--- config.mk ---
export PLATFORM = sky130hd
export DESIGN_NAME = one_hot_register_file
export DESIGN_NICKNAME = d
export VERILOG_FILES = /design/src/rtl/one_hot_register_file.sv
export SDC_FILE = /design/constraint.sdc
export NUM_CORES = 1
export LEC_CHECK = 0
export CAP_MARGIN = 20
export CORE_AREA = 10 10 170 172
export CTS_BUF_LIST = sky130_fd_sc_hd__clkbuf_4 sky130_fd_sc_hd__clkbuf_8
export CTS_CLUSTER_SIZE = 24
export DETAILED_ROUTE_END_ITERATION = 12
export DIE_AREA = 0 0 180 182
export PLACE_DENSITY = 0.83
export SETUP_SLACK_MARGIN = 0.02
export SLEW_MARGIN = 10
export SYNTH_ARGS = -nofsm -noshare
export SYNTH_HDL_FRONTEND = slang
export SYNTH_SLANG_ARGS = --single-unit
--- constraint.sdc ---
create_clock -name clk -period 5.98 [get_ports clk]
set_clock_uncertainty 0.05 [all_clocks]
set_input_delay 0.897 -clock clk [delete_from_list [all_inputs] [get_ports clk]]
set_output_delay 0.897 -clock clk [all_outputs]
set_load 0.02 [all_outputs]
--- src/rtl/one_hot_register_file.sv ---
// 16-entry register file written through a one-hot enable bus.
// Reads are registered on both ports, with a same-cycle write bypass.
// A sticky error flag records any enable pattern with more than one bit set.
// A wrapping 8-bit counter tracks the number of accepted writes.
module one_hot_register_file #(
  parameter int WIDTH = 16,
  parameter int NREGS = 16
) (
  input  logic             clk,
  input  logic             reset,
  input  logic [15:0]      wrEnable,
  input  logic [WIDTH-1:0] wrData,
  input  logic [3:0]       rdAddrA,
  input  logic [3:0]       rdAddrB,
  output logic [WIDTH-1:0] rdDataA,
  output logic [WIDTH-1:0] rdDataB,
  input  logic             clrErr,
  output logic             errFlag,
  output logic [7:0]       wrCount
);

  logic [WIDTH-1:0] regs [NREGS];
  logic             is_zero;
  logic             is_multi;
  logic             is_onehot;
  logic [3:0]       wr_index;
  logic             bypass_a;
  logic             bypass_b;

  // Classify the enable bus.
  // Clearing the lowest set bit leaves a nonzero result only when two or more bits were set.
  always_comb begin
    is_zero   = (wrEnable == 16'd0);
    is_multi  = |(wrEnable & (wrEnable - 16'd1));
    is_onehot = !is_zero && !is_multi;
  end

  // Encode the one-hot enable into a register index (only meaningful when is_onehot).
  always_comb begin
    wr_index = 4'd0;
    for (int i = 0; i < 16; i++) begin
      if (wrEnable[i]) wr_index = i[3:0];
    end
  end

  // A read port takes the incoming write data when it addresses the register being written.
  always_comb begin
    bypass_a = is_onehot && wrEnable[rdAddrA];
    bypass_b = is_onehot && wrEnable[rdAddrB];
  end

  // Register storage: only a clean one-hot enable updates a register.
  always_ff @(posedge clk) begin
    if (reset) begin
      for (int i = 0; i < NREGS; i++) regs[i] <= '0;
    end else if (is_onehot) begin
      regs[wr_index] <= wrData;
    end
  end

  // Registered read ports with write-through bypass.
  always_ff @(posedge clk) begin
    if (reset) begin
      rdDataA <= '0;
      rdDataB <= '0;
    end else begin
      rdDataA <= bypass_a ? wrData : regs[rdAddrA];
      rdDataB <= bypass_b ? wrData : regs[rdAddrB];
    end
  end

  // Sticky error flag: a MULTI pattern sets it and overrides a simultaneous clear.
  always_ff @(posedge clk) begin
    if (reset) begin
      errFlag <= 1'b0;
    end else if (is_multi) begin
      errFlag <= 1'b1;
    end else if (clrErr) begin
      errFlag <= 1'b0;
    end
  end

  // Count accepted writes, wrapping from 255 back to 0.
  always_ff @(posedge clk) begin
    if (reset) begin
      wrCount <= 8'd0;
    end else if (is_onehot) begin
      wrCount <= wrCount + 8'd1;
    end
  end

endmodule

==> metrics.md <==
| Metric | Value |
|---|---|
| Vias per Instance | `7.223` |
| First-pass GRT wire length | `67620 um` |
| Clock Tree Buf Depth | `3` |
| DRC viols | `0` |
| Setup bufs post-CTS | `0` |
| Final hold vios | `0` |
| Warnings, synthesis | `0` |
| CTS resizes | `0` |
| Post-DP HPWL | `slightly below 30000 um` |
| Starting Density | `62.05%` |
| DR WL/cell | `just over 30 um` |
| Routed wire length | `about 46000 um` |
| Crit end category | `register` |
| Vias | `~11k` |
| Initial antenna violation count | `2` |
| Post-CTS Hold Fix Bufs | `0` |
| Required @ worst endpoint | `just over 6 ns` |
| Port Buf Inserts | `between 80 and 90` |
| Critical path startpoint category | `primary input` |
| Post-synthesis sequential area ratio | `a little over half` |
| Area of the die | `~33000 um2` |
| Worst Tran Pin Value | `between 1 and 1.5 ns` |
| Die X | `roughly 180 um` |
| Status | `complete, no violations` |
| Post-synth ARST share | `0%` |
| Unrepaired setup endpoints after global routing | `no` |
| Root buffer cell | `clkbuf_8` |
| Max cap viols | `0` |
| Post-synthesis register bit count | `about 300` |
| Mapped cell area | `about 16000 um2` |
| CP Data Arrival Time | `4.86 ns` |
| Synth Instances | `roughly 1.1k` |
| DR pass1 iterations | `7` |
| F_max | `211.2 MHz` |
| TritonCTS Sinks | `just under 300` |
| Setup violators final | `0` |
| Site row count | `a little under 60` |
| Clk_lat worst skew | `just under 0.6 ns` |
| Netlist cell types | `a little over 60` |
| LEAKAGE | `about 6 nW` |
| Routed Antenna Nets | `0` |
| Max IR drop VDD | `0.0002048 V` |
| Placed insts | `approximately 1.4k` |
| Share of layout cells above drive strength 1 | `about 29%` |
| TNS Setup | `0 ns` |
| Tightest Hold Check Type | `reg2reg` |
| # IOs | `between 80 and 90` |
| Final Cycle Share | `around four fifths` |
| Crit-path max FO | `40` |
| CTS tree | `yes` |
| Core ar. | `between 20000 and 30000 um2` |
| GPL Wtd Cong | `0.9242` |
| Slew Limit Fails | `0` |
| WS Path Type | `in2reg` |
| Post-synth EDFFs | `256` |
| Die height | `182 um` |
| Syn-to-layout area delta | `12.76%` |
| Top FF cell, synth | `edfxtp_1` |
| Total track usage | `27.25%` |
| DR iter-0 viols | `2101` |
| Pwr/cell area | `267.9 nW/um2` |
| Syn_area_per_cell | `approximately 15 um2` |
| Largest net degree at the start of global routing | `between 50 and 60` |
| Non-filler instance count after layout | `~1.5k` |
| Total grt overflow | `0` |
| Slew headroom | `about a quarter` |
| Post-synthesis net count | `around 1.1k` |
| Vias in the first global route | `between 10k and 15k` |
| H-tree depth | `2` |
| Net count, final | `roughly 1.2k` |
| Worst-path clk slew | `0.06 ns` |
| CTS Buf Count | `48` |
| Minimum clock period | `4.735 ns` |
-- registers in the layout (all words and copies together) (netlist names) --
name	flops
errFlag	1
rdDataA	16
rdDataB	16
regs	256
wrCount	8
-- cell usage in the layout, fill, tap and decap left out, types with 3 or more instances in the layout --
cell	count
clkbuf_4	19
xnor2_1	5
dfxtp_1	41
nor3_2	21
o21ai_2	8
clkbuf_8	51
or3_1	7
a21oi_1	3
or2_2	11
nor2b_1	4
inv_1	10
mux2_2	4
clkdlybuf4s50_1	78
nor2_1	19
nor3_1	117
buf_4	29
nand2_1	60
mux4_2	160
and2_1	129
edfxtp_1	256
nor4_1	4
o21ai_0	3
nand3_1	9
clkinv_2	7
mux2i_1	34
nor4_4	9
or4_1	4
clkinv_1	20
-- report_power, final --
group	switching, mW	internal, mW
clock network	0.798	0.948
logic	0.352	0.287
registers	0.0569	2.36
total	1.21	3.59
-- layout make-up --
class / count / area (um2)
Timing Repair Buffer: 111 / 1041
Fill cell: 1597 / 7692
Tap cell: 335 / 419.2
Inverter: 27 / 101.3
Sequential cell: 297 / 8508
Clock buffer: 70 / 844.6
Antenna cell: 1 / 2.502
Multi-Input combinational cell: 656 / 6910
Clock inverter: 14 / 96.34
-- critical path, stage by stage --
cell,delay (ns)
clkdlybuf4s50_1,0.56
nor4_4,0.55
and4_1,0.28
o211ai_2,0.16
or4_4,0.73
a221o_2,0.71
o21ai_2,0.95
-- layer usage --
layer / GRT usage [%] / routed length, um / up-vias
met5: 0 / 13 / -
met4: 10.16 / 1803 / 2
met3: 8.469 / 7021 / 131
met2: 41.85 / 21550 / 941
met1: 36.04 / 15310 / 5472
li1: - / - / 4368
-- cell families (layout without fill, tap and decap cells) --
| logic type | after synthesis | in the layout | share of synthesized area (%) |
|---|---|---|---|
| AOI/OAI and AO/OA | 45 | 45 | 2.424 |
| xor gates and xnor gates | 5 | 5 | 0.2755 |
| adders and majority gates | 2 | 2 | 0.1417 |
| buffers and inverters | 121 | 222 | 3.204 |
| DFF | 297 | 297 | 53.53 |
| muxes | 198 | 198 | 25.09 |
| other | 0 | 1 | 0 |
| and+or+nand+nor | 406 | 406 | 15.33 |
-- cell usage after synthesis (16+ instances only) --
cell	count	area [um2]
edfxtp_1	256	7687
nand2_1	60	225.2
and2_1	129	807.0
nor2_1	19	71.32
mux4_2	160	3603
nor3_2	21	210.2
buf_1	17	63.81
mux2i_1	34	340.3
clkbuf_1	58	217.7
clkinv_1	16	60.06
nor3_1	117	585.6
dfxtp_1	41	820.8
-- metrics by stage --
stage	worst slack (ns)	util, %	power [mW]	hold slack [ns]	area (um2)
after floorplan	1.435	-	2.818	0.5266	15900
after global placement	0.8208	66.20	3.061	0.4667	16960
after detailed placement	0.6918	66.20	3.081	0.4733	16960
after CTS	1.270	69.87	4.788	0.4869	17900
after global routing	1.060	69.96	4.917	0.5133	17920
final	1.245	69.97	4.802	0.4884	17920
-- path summary, 6_finish.rpt --
| kind | from | end | slack (ns) | depth (start not counted) |
|---|---|---|---|---|
| setup / recovery | wrEnable[4] | regs[3][2]$_SDFFCE_PN0P_ | 1.24 | 7 |
| hold / removal | wrCount[3]$_SDFFE_PP0N_ | wrCount[3]$_SDFFE_PP0N_ | 0.49 | 2 |
| hold reg to reg | wrCount[3]$_SDFFE_PP0N_ | wrCount[3]$_SDFFE_PP0N_ | 0.49 | 2 |
| setup reg to reg | regs[7][15]$_SDFFCE_PN0P_ | rdDataB[15]$_SDFF_PP0_ | 4.08 | 4 |
No activity file was read; power rests on OpenSTA's default activity.
